[src/rtl/soc_top.sv]
// soc_top: small SoC-style demonstrator built from two peripherals.
//
// Hierarchy: soc_top -> soc_periph (u_periph0, u_periph1) -> soc_counter (u_counter)
//
// Ports (soc_top):
//   clk       in   1  single clock, all state on rising edge
//   rst       in   1  synchronous active-high reset
//   start     in   1  counter enable, sampled each rising edge
//   a         in   8  operand for peripheral 0 (added to count0)
//   b         in   8  operand for peripheral 1 (xor'ed with count1)
//   y0        out  8  registered a + count0
//   y1        out  8  registered b ^ count1
//   mixed     out  8  y0 ^ y1 (or y0 ^ rotl(y1,1), see below)
//   irq_and0  out  1  peripheral 0 wrap-event (start & carry0)
//   irq_or0   out  1  peripheral 0 has-wrapped flag
//   irq_and1  out  1  peripheral 1 wrap-event (start & carry1)
//   irq_or1   out  1  peripheral 1 has-wrapped flag
//
// Optional build macro SOC_TOP_MIXED_ROTATE_EN: when defined, mixed uses
// y1 rotated left by one bit; when undefined, mixed = y0 ^ y1.

// soc_counter: 8-bit step counter with saturating 8-bit wrap counter.
//   clk, rst, en in; count, wrap_count out (8); carry out (carry of count+STEP).
module soc_counter #(
  parameter int unsigned STEP = 1
) (
  input  logic       clk,
  input  logic       rst,
  input  logic       en,
  output logic [7:0] count,
  output logic [7:0] wrap_count,
  output logic       carry
);

  localparam logic [8:0] STEP9 = 9'(STEP);

  logic [8:0] sum;

  // Ninth bit of the sum is the wrap indication for the next enabled edge.
  assign sum   = {1'b0, count} + STEP9;
  assign carry = sum[8];

  always_ff @(posedge clk) begin
    if (rst) begin
      count      <= 8'h00;
      wrap_count <= 8'h00;
    end else if (en) begin
      count <= sum[7:0];
      // wrap_count saturates so the has-wrapped flag can never fall back to 0
      if (carry && (wrap_count != 8'hFF)) begin
        wrap_count <= wrap_count + 8'h01;
      end
    end
  end

endmodule

// soc_periph: counter plus registered result stage.
//   clk, rst, start, operand (8) in; y (8), irq_and, irq_or out.
//   USE_XOR=0: y <= operand + count; USE_XOR=1: y <= operand ^ count.
module soc_periph #(
  parameter int unsigned STEP    = 1,
  parameter bit          USE_XOR = 1'b0
) (
  input  logic       clk,
  input  logic       rst,
  input  logic       start,
  input  logic [7:0] operand,
  output logic [7:0] y,
  output logic       irq_and,
  output logic       irq_or
);

  logic [7:0] count;
  logic [7:0] wrap_count;
  logic       carry;
  logic [7:0] result;

  soc_counter #(.STEP(STEP)) u_counter (
    .clk        (clk),
    .rst        (rst),
    .en         (start),
    .count      (count),
    .wrap_count (wrap_count),
    .carry      (carry)
  );

  // Result uses the pre-increment count; it updates every edge, enabled or not.
  always_comb begin
    result = operand + count;
    if (USE_XOR) begin
      result = operand ^ count;
    end
  end

  always_ff @(posedge clk) begin
    if (rst) begin
      y <= 8'h00;
    end else begin
      y <= result;
    end
  end

  assign irq_and = start & carry;
  assign irq_or  = |wrap_count;

endmodule

module soc_top #(
  parameter int unsigned P0_STEP = 1,
  parameter int unsigned P1_STEP = 2
) (
  input  logic       clk,
  input  logic       rst,
  input  logic       start,
  input  logic [7:0] a,
  input  logic [7:0] b,
  output logic [7:0] y0,
  output logic [7:0] y1,
  output logic [7:0] mixed,
  output logic       irq_and0,
  output logic       irq_or0,
  output logic       irq_and1,
  output logic       irq_or1
);

  soc_periph #(.STEP(P0_STEP), .USE_XOR(1'b0)) u_periph0 (
    .clk     (clk),
    .rst     (rst),
    .start   (start),
    .operand (a),
    .y       (y0),
    .irq_and (irq_and0),
    .irq_or  (irq_or0)
  );

  soc_periph #(.STEP(P1_STEP), .USE_XOR(1'b1)) u_periph1 (
    .clk     (clk),
    .rst     (rst),
    .start   (start),
    .operand (b),
    .y       (y1),
    .irq_and (irq_and1),
    .irq_or  (irq_or1)
  );

`ifdef SOC_TOP_MIXED_ROTATE_EN
  assign mixed = y0 ^ {y1[6:0], y1[7]};
`else
  assign mixed = y0 ^ y1;
`endif

endmodule

[config.mk]
export PLATFORM = sky130hd
export DESIGN_NAME = soc_top
export DESIGN_NICKNAME = d
export VERILOG_FILES = /design/src/rtl/soc_top.sv
export SDC_FILE = /design/constraint.sdc
export NUM_CORES = 1
export LEC_CHECK = 0
export ABC_AREA = 1
export BUFFER_PORTS_ARGS = -buffer_cell sky130_fd_sc_hd__buf_2
export CAP_MARGIN = 20
export CORE_ASPECT_RATIO = 1.1
export CORE_UTILIZATION = 52
export DETAILED_ROUTE_END_ITERATION = 16
export MAX_ROUTING_LAYER = met4
export PLACE_DENSITY = 0.85
export SLEW_MARGIN = 40
export SYNTH_ARGS = -nofsm -noshare
export SYNTH_HDL_FRONTEND = slang
export SYNTH_SLANG_ARGS = --single-unit
[constraint.sdc]
create_clock -name clk -period 1.71 [get_ports clk]
set_input_delay 0.342 -clock clk [delete_from_list [all_inputs] [get_ports clk]]
set_output_delay 0.342 -clock clk [all_outputs]
set_load 0.01 [all_outputs]
-- Yosys cells after proc, flatten, opt, wreduce, memory -nomap -nowiden
Cells that the tools add are included.
Widths: inputs -> output; s select.
- bits in registers: 48
- latch bits: 0
- memory bits (writable): 0
- bits in read-only memories: 0
- input bits: 19
- output and inout port bits: 28
- word-level logic and storage cells: 23
- memories kept: 0
- add/sub/neg operators: 5
- $mul: 0
- divide/modulo/power cells: 0
- order comparisons: 0
- equality and inequality tests: 2
- shift operators: 0
- muxes and demuxes: 0
- bitwise logic cells: 4
- reductions and logical operators: 6
- operator list (kind ; number):
    $add 8x1->8 const B ; 2
    $ne 8x8->1 const B ; 2
    $reduce_or 8->1 ; 2
    $xor 8x8->8 ; 2
    $add 8x1->9 const B ; 1
    $add 8x2->9 const B ; 1
    $add 8x8->8 ; 1
    $reduce_and 2->1 ; 2
    $and 1x1->1 ; 2
    $logic_and 1x1->1 ; 2

-- Longest topological paths before layout
- depth in word-level cells: 3
- depth in mapped cells: 9
- gate-level depth less buffers: 9

-- Cells and area by module
Synthesis repeated with hierarchy kept, for this count alone.
- cell total of the unflattened synthesis: 450
- area, all modules: 2906.5 µm²
- modules (own cells, without submodules) (module ; times used ; cells each ; area each (µm²) ; sequential area each (µm²)):
    soc_counter at u_periph0.u_counter ; 1 ; 140 ; 947.2 ; 320.3
    soc_counter at u_periph1.u_counter ; 1 ; 130 ; 897.1 ; 300.3
    soc_periph at u_periph0 ; 1 ; 82 ; 564.3 ; 160.2
    soc_periph at u_periph1 ; 1 ; 58 ; 347.8 ; 160.2
    soc_top ; 1 ; 40 ; 150.1 ; 0.0

-- Least setup slack after synthesis
Ideal clock, no wire load.
- path type: input-to-reg
- start: input a[0]
- end: register u_periph0.y[6]
- library setup time: 115 ps
- arrival time: 1328 ps
- required time: 1595 ps
- path slack: 267 ps
- stages: 8
- path buffers: 0
- path through: ha_1 fa_1 nand2_1 nand3_1 nand4_1 nand3_1 nand2_1 nor2_1
- cells in the longest elaborated chain, start to end: 1
- RTL lines (what ; RTL line ; source):
    from (decl) ; 116 ; input logic [7:0] a,
    $add 8x8->8 ; 90 ; result = operand + count;
    to (signal assigned) ; 100 ; y <= result;
    to (decl) ; 69 ; output logic [7:0] y,
No other way between the ends.
A chain may end at the register's enable or synchronous reset.

-- Worst setup path in the final report
- start: register u_periph0.u_counter.count[0]
- end: register u_periph0.y[6]
- cells in the longest elaborated chain, start to end: 1
- RTL lines (what ; RTL line ; source):
    from (decl) ; 30 ; output logic [7:0] count,
    from (signal assigned) ; 48 ; count <= sum[7:0];
    $add 8x8->8 ; 90 ;
No other way between the ends.

==> impl_results.md <==
- Status: complete, no violations
- Worst rel slew slack: 78.83%
- Total power density per cell area: 763.1 nW/um^2
- IR Drop Worst-Case VDD: 0.0004767 V
- Share of the yosys chip area belonging to registers: 38.06%
- Clk_lat worst skew: 0.30 ns
- Count of unique library cells instantiated by Yosys: 28
- Overflow left after global routing: 0
- # H-tree levels: 2
- Stage delay of the slowest cell on the critical path: 0.40 ns
- Maximum capacitance violations: 0
- 1st-pass router iterations: 4
- Starting utilization of the core area: 55.66%
- Power share of the clock group: 36.8%
- Die area: 5035 um^2
- HPWL reported at the end of detailed placement: 3.647 mm
- Wire length of the first global-routing pass: 8.162 mm
- Clock-pin slew reported for the worst setup and hold paths after clock tree synthesis: 0.09 ns
- Count of flip-flops with a built-in enable after synthesis: 0
- Net switching power of the design: 0.0005667 W
- CTS root buffer: sky130_fd_sc_hd__clkbuf_8
- Capture endpoint of the worst hold path: u_periph1.y[0]$_SDFF_PP0_
- Slew @ Worst Pin: 0.3164 ns
- Cell depth of the worst flop-to-flop path: 9
- Sequential cell fraction of total power: 51.5%
- Share of the clock period used by the worst path after layout: 96.84%
- Die H: 74.32 um
- YS warnings: 0
- Count of final hold-check violations: 0
- Post-synthesis cell count: 351
- Endpoints failing setup: 0
- CTS tree: built
- Worst path required time: 1.92 ns
- Area inside the core boundary: 4442 um^2
- Number of buffers created by CTS: 5
- Hold path start: b[0]
- Setup slack of the most critical reg-to-reg path: 0.05 ns
- Total Wirelength: 5.138 mm
- Final worst setup slack: 0.05397 ns
- Endpoint kind of the worst setup timing path: register
- Largest net degree at the start of global routing: 26
- Initial antenna violation count: 0
- Routability cong.: 0.8402
- TritonCTS sink count: 47
- Count of inserted antenna diode cells: 0
- Synth Register Bits: 47
- Pre-CTS setup slack: 0.08601 ns
- Reg2Reg Capture Point: u_periph0.y[6]$_SDFF_PP0_
- Via count of the routed design: 2323
- Unrepaired setup endpoints after global routing: true
- Worst Path Max Fanout: 4
- Crit start category: register
- Fmax: 0.6039 GHz
- Number of rows created at floorplan: 25
- Post-Syn Nets: 384
- Worst path cell trace: buf_4, ha_1, fa_1, nand2_2, nand3_2, nand4_1, nand3_1, nand2_1, nor2_1
- Area of the mapped netlist: 2472 um^2
- Static leakage: 1.441 nW
- Setup skew after layout: 0.009805 ns
- Top FF cell, synth: sky130_fd_sc_hd__dfxtp_1
- P&R area growth vs syn: 19.38%
- Cell-internal power: 0.001686 W
- FF-to-FF Start: u_periph0.u_counter.count[0]$_SDFFE_PP0P_
- Post-route DRC: 0
- Synth async-reset ratio: 0%
- Antenna Nets Post-Route: 0
- Minimum period implied by the final worst setup slack: 1.656 ns
- Fraction of layout cells with a size suffix above 1: 20.59%
- Post-route cell area: 2952 um^2
- Standard cell with the maximum stage delay on the critical path: sky130_fd_sc_hd__fa_1
- Worst EP arrival: 1.86 ns
- First-iteration detailed-routing DRC count: 97
- Fraction of power consumed by combinational cells: 11.7%
- Total track usage: 22.09%
- Critical path type: register to register
- Wirelength per Cell: 11.12 um
- Final nets: 440
- Avg Cell Area, Syn: 7.044 um^2
- DR vias/cell: 5.028
- Count of cells along the worst hold path: 3
- Slew Limit Fails: 0
- Ports: 47
- Area post-placement: 2778 um^2
- Switching part of the total: 25.16%
- Maximum count of clock buffers along a single path: 2
- Worst hold path type: input pin to register
- Via count of the first global-routing pass: 1990
- Width of the die: 67.75 um
- Count of input and output buffers: 46
[cells by family (layout without fill, tap and decap cells)]
family | after synthesis | after routing | synth area share, %
AO/OA/AOI/OAI | 33 | 33 | 6.832
XOR/XNOR | 22 | 22 | 7.793
adder cells (fa/ha/maj) | 14 | 14 | 7.389
buffers and inverters | 48 | 105 | 7.439
flip-flops | 47 | 47 | 38.06
AND/OR/NAND/NOR | 187 | 187 | 32.49
[layout make-up]
cell class	instances	area, um^2
fill	420	1490
multi-input combinational	256	1374
sequential	47	945.9
timing repair buffer	54	290.3
inverter	43	161.4
clock buffer	5	68.82
tap	54	67.56
clock inverter	3	43.79
[per-stage QoR]
step            TNS, ns  hold slack [ns]  power [W]  utilization, %  instances
5_1_grt        -0.07296           0.2466   0.002353           66.45        462
6_report              0           0.2310   0.002252           66.45        462
3_5_place_dp          0           0.4669   0.001440           62.54        450
2_1_floorplan         0           0.4194   0.001329               -        351
3_3_place_gp          0           0.4576   0.001430           62.54        450
4_1_cts               0           0.2267   0.002268           65.77        461
[power groups by stage]
stage / registers [W] / clock network [W] / logic [W]
after floorplan: 0.00120 / 0 / 0.000131
after global placement: 0.00118 / 0 / 0.000246
after detailed placement: 0.00119 / 0 / 0.000254
after CTS: 0.00116 / 0.000848 / 0.000260
after global routing: 0.00117 / 0.000888 / 0.000300
final: 0.00116 / 0.000830 / 0.000262
[flip-flops by register name, summed over array words and instances (netlist names)]
register	cells
u_periph0.u_counter.count	8
u_periph0.u_counter.wrap_count	8
u_periph0.y	8
u_periph1.u_counter.wrap_count	8
u_periph1.y	8
u_periph1.u_counter.count	7
[critical path: cells and delay by family (launching register included)]
family,cells,cell delay [ns]
adders and majority gates,2,0.60
buffers and inverters,1,0.14
DFF,1,0.34
and+or+nand+nor,6,0.47
[what timing repair did]
| action | in CTS | in global routing |
|---|---|---|
| resized for setup | 3 | 8 |
| hold buffers | 0 | 0 |
| setup buffers | 3 | 1 |
| setup endpoints to repair | 1 | 5 |
| pin swaps | 2 | 2 |
[worst max-delay path by stage]
stage                                                    startpoint                         to  slack, ns
after floorplan                                                a[0]  u_periph0.y[6]$_SDFF_PP0_       0.27
after global placement                                         a[0]  u_periph0.y[6]$_SDFF_PP0_       0.10
after detailed placement                                       a[0]  u_periph0.y[6]$_SDFF_PP0_       0.09
after CTS                 u_periph0.u_counter.count[1]$_SDFFE_PP0P_                   irq_and0      0.004
after global routing      u_periph0.u_counter.count[0]$_SDFFE_PP0P_  u_periph0.y[6]$_SDFF_PP0_      -0.05
final                     u_periph0.u_counter.count[0]$_SDFFE_PP0P_  u_periph0.y[6]$_SDFF_PP0_       0.05
[cell usage in the layout, fill, tap and decap left out, types with 4 or more instances in the layout]
cell and instances:
sky130_fd_sc_hd__a21oi_1 19, sky130_fd_sc_hd__buf_2 46, sky130_fd_sc_hd__buf_4 8, sky130_fd_sc_hd__clkbuf_8 5
sky130_fd_sc_hd__dfxtp_1 43, sky130_fd_sc_hd__dfxtp_2 4, sky130_fd_sc_hd__ha_1 13, sky130_fd_sc_hd__inv_1 40
sky130_fd_sc_hd__nand2_1 78, sky130_fd_sc_hd__nand3_1 14, sky130_fd_sc_hd__nand3_2 4, sky130_fd_sc_hd__nand4_1 5
sky130_fd_sc_hd__nor2_1 68, sky130_fd_sc_hd__nor2_4 4, sky130_fd_sc_hd__o21ai_0 7, sky130_fd_sc_hd__o21ai_1 5
sky130_fd_sc_hd__xnor2_1 12, sky130_fd_sc_hd__xor2_1 10
[per-layer routing]
metal	share of wire, %	routed length [um]	track usage, %
met3	4.6	237	4.755
met4	0.78	40	5.910
met1	44	2257	23.61
met5	0	0	-
met2	51	2602	40.26
[cell usage after synthesis, drive strengths merged, types with 2 or more instances]
| library cell | n | area, um^2 |
|---|---|---|
| nand2 | 81 | 306.6 |
| nor2 | 74 | 307.8 |
| dfxtp | 47 | 940.9 |
| inv | 43 | 161.4 |
| a21oi | 19 | 95.09 |
| nand3 | 18 | 105.1 |
| ha | 13 | 162.7 |
| o21ai | 12 | 60.05 |
| xnor2 | 12 | 105.1 |
| xor2 | 10 | 87.58 |
| nand4 | 5 | 31.28 |
| nor3 | 4 | 20.02 |
| clkbuf | 3 | 11.26 |
| buf | 2 | 11.26 |
| nor4 | 2 | 12.51 |
No activity file was read; power rests on OpenSTA's default activity.
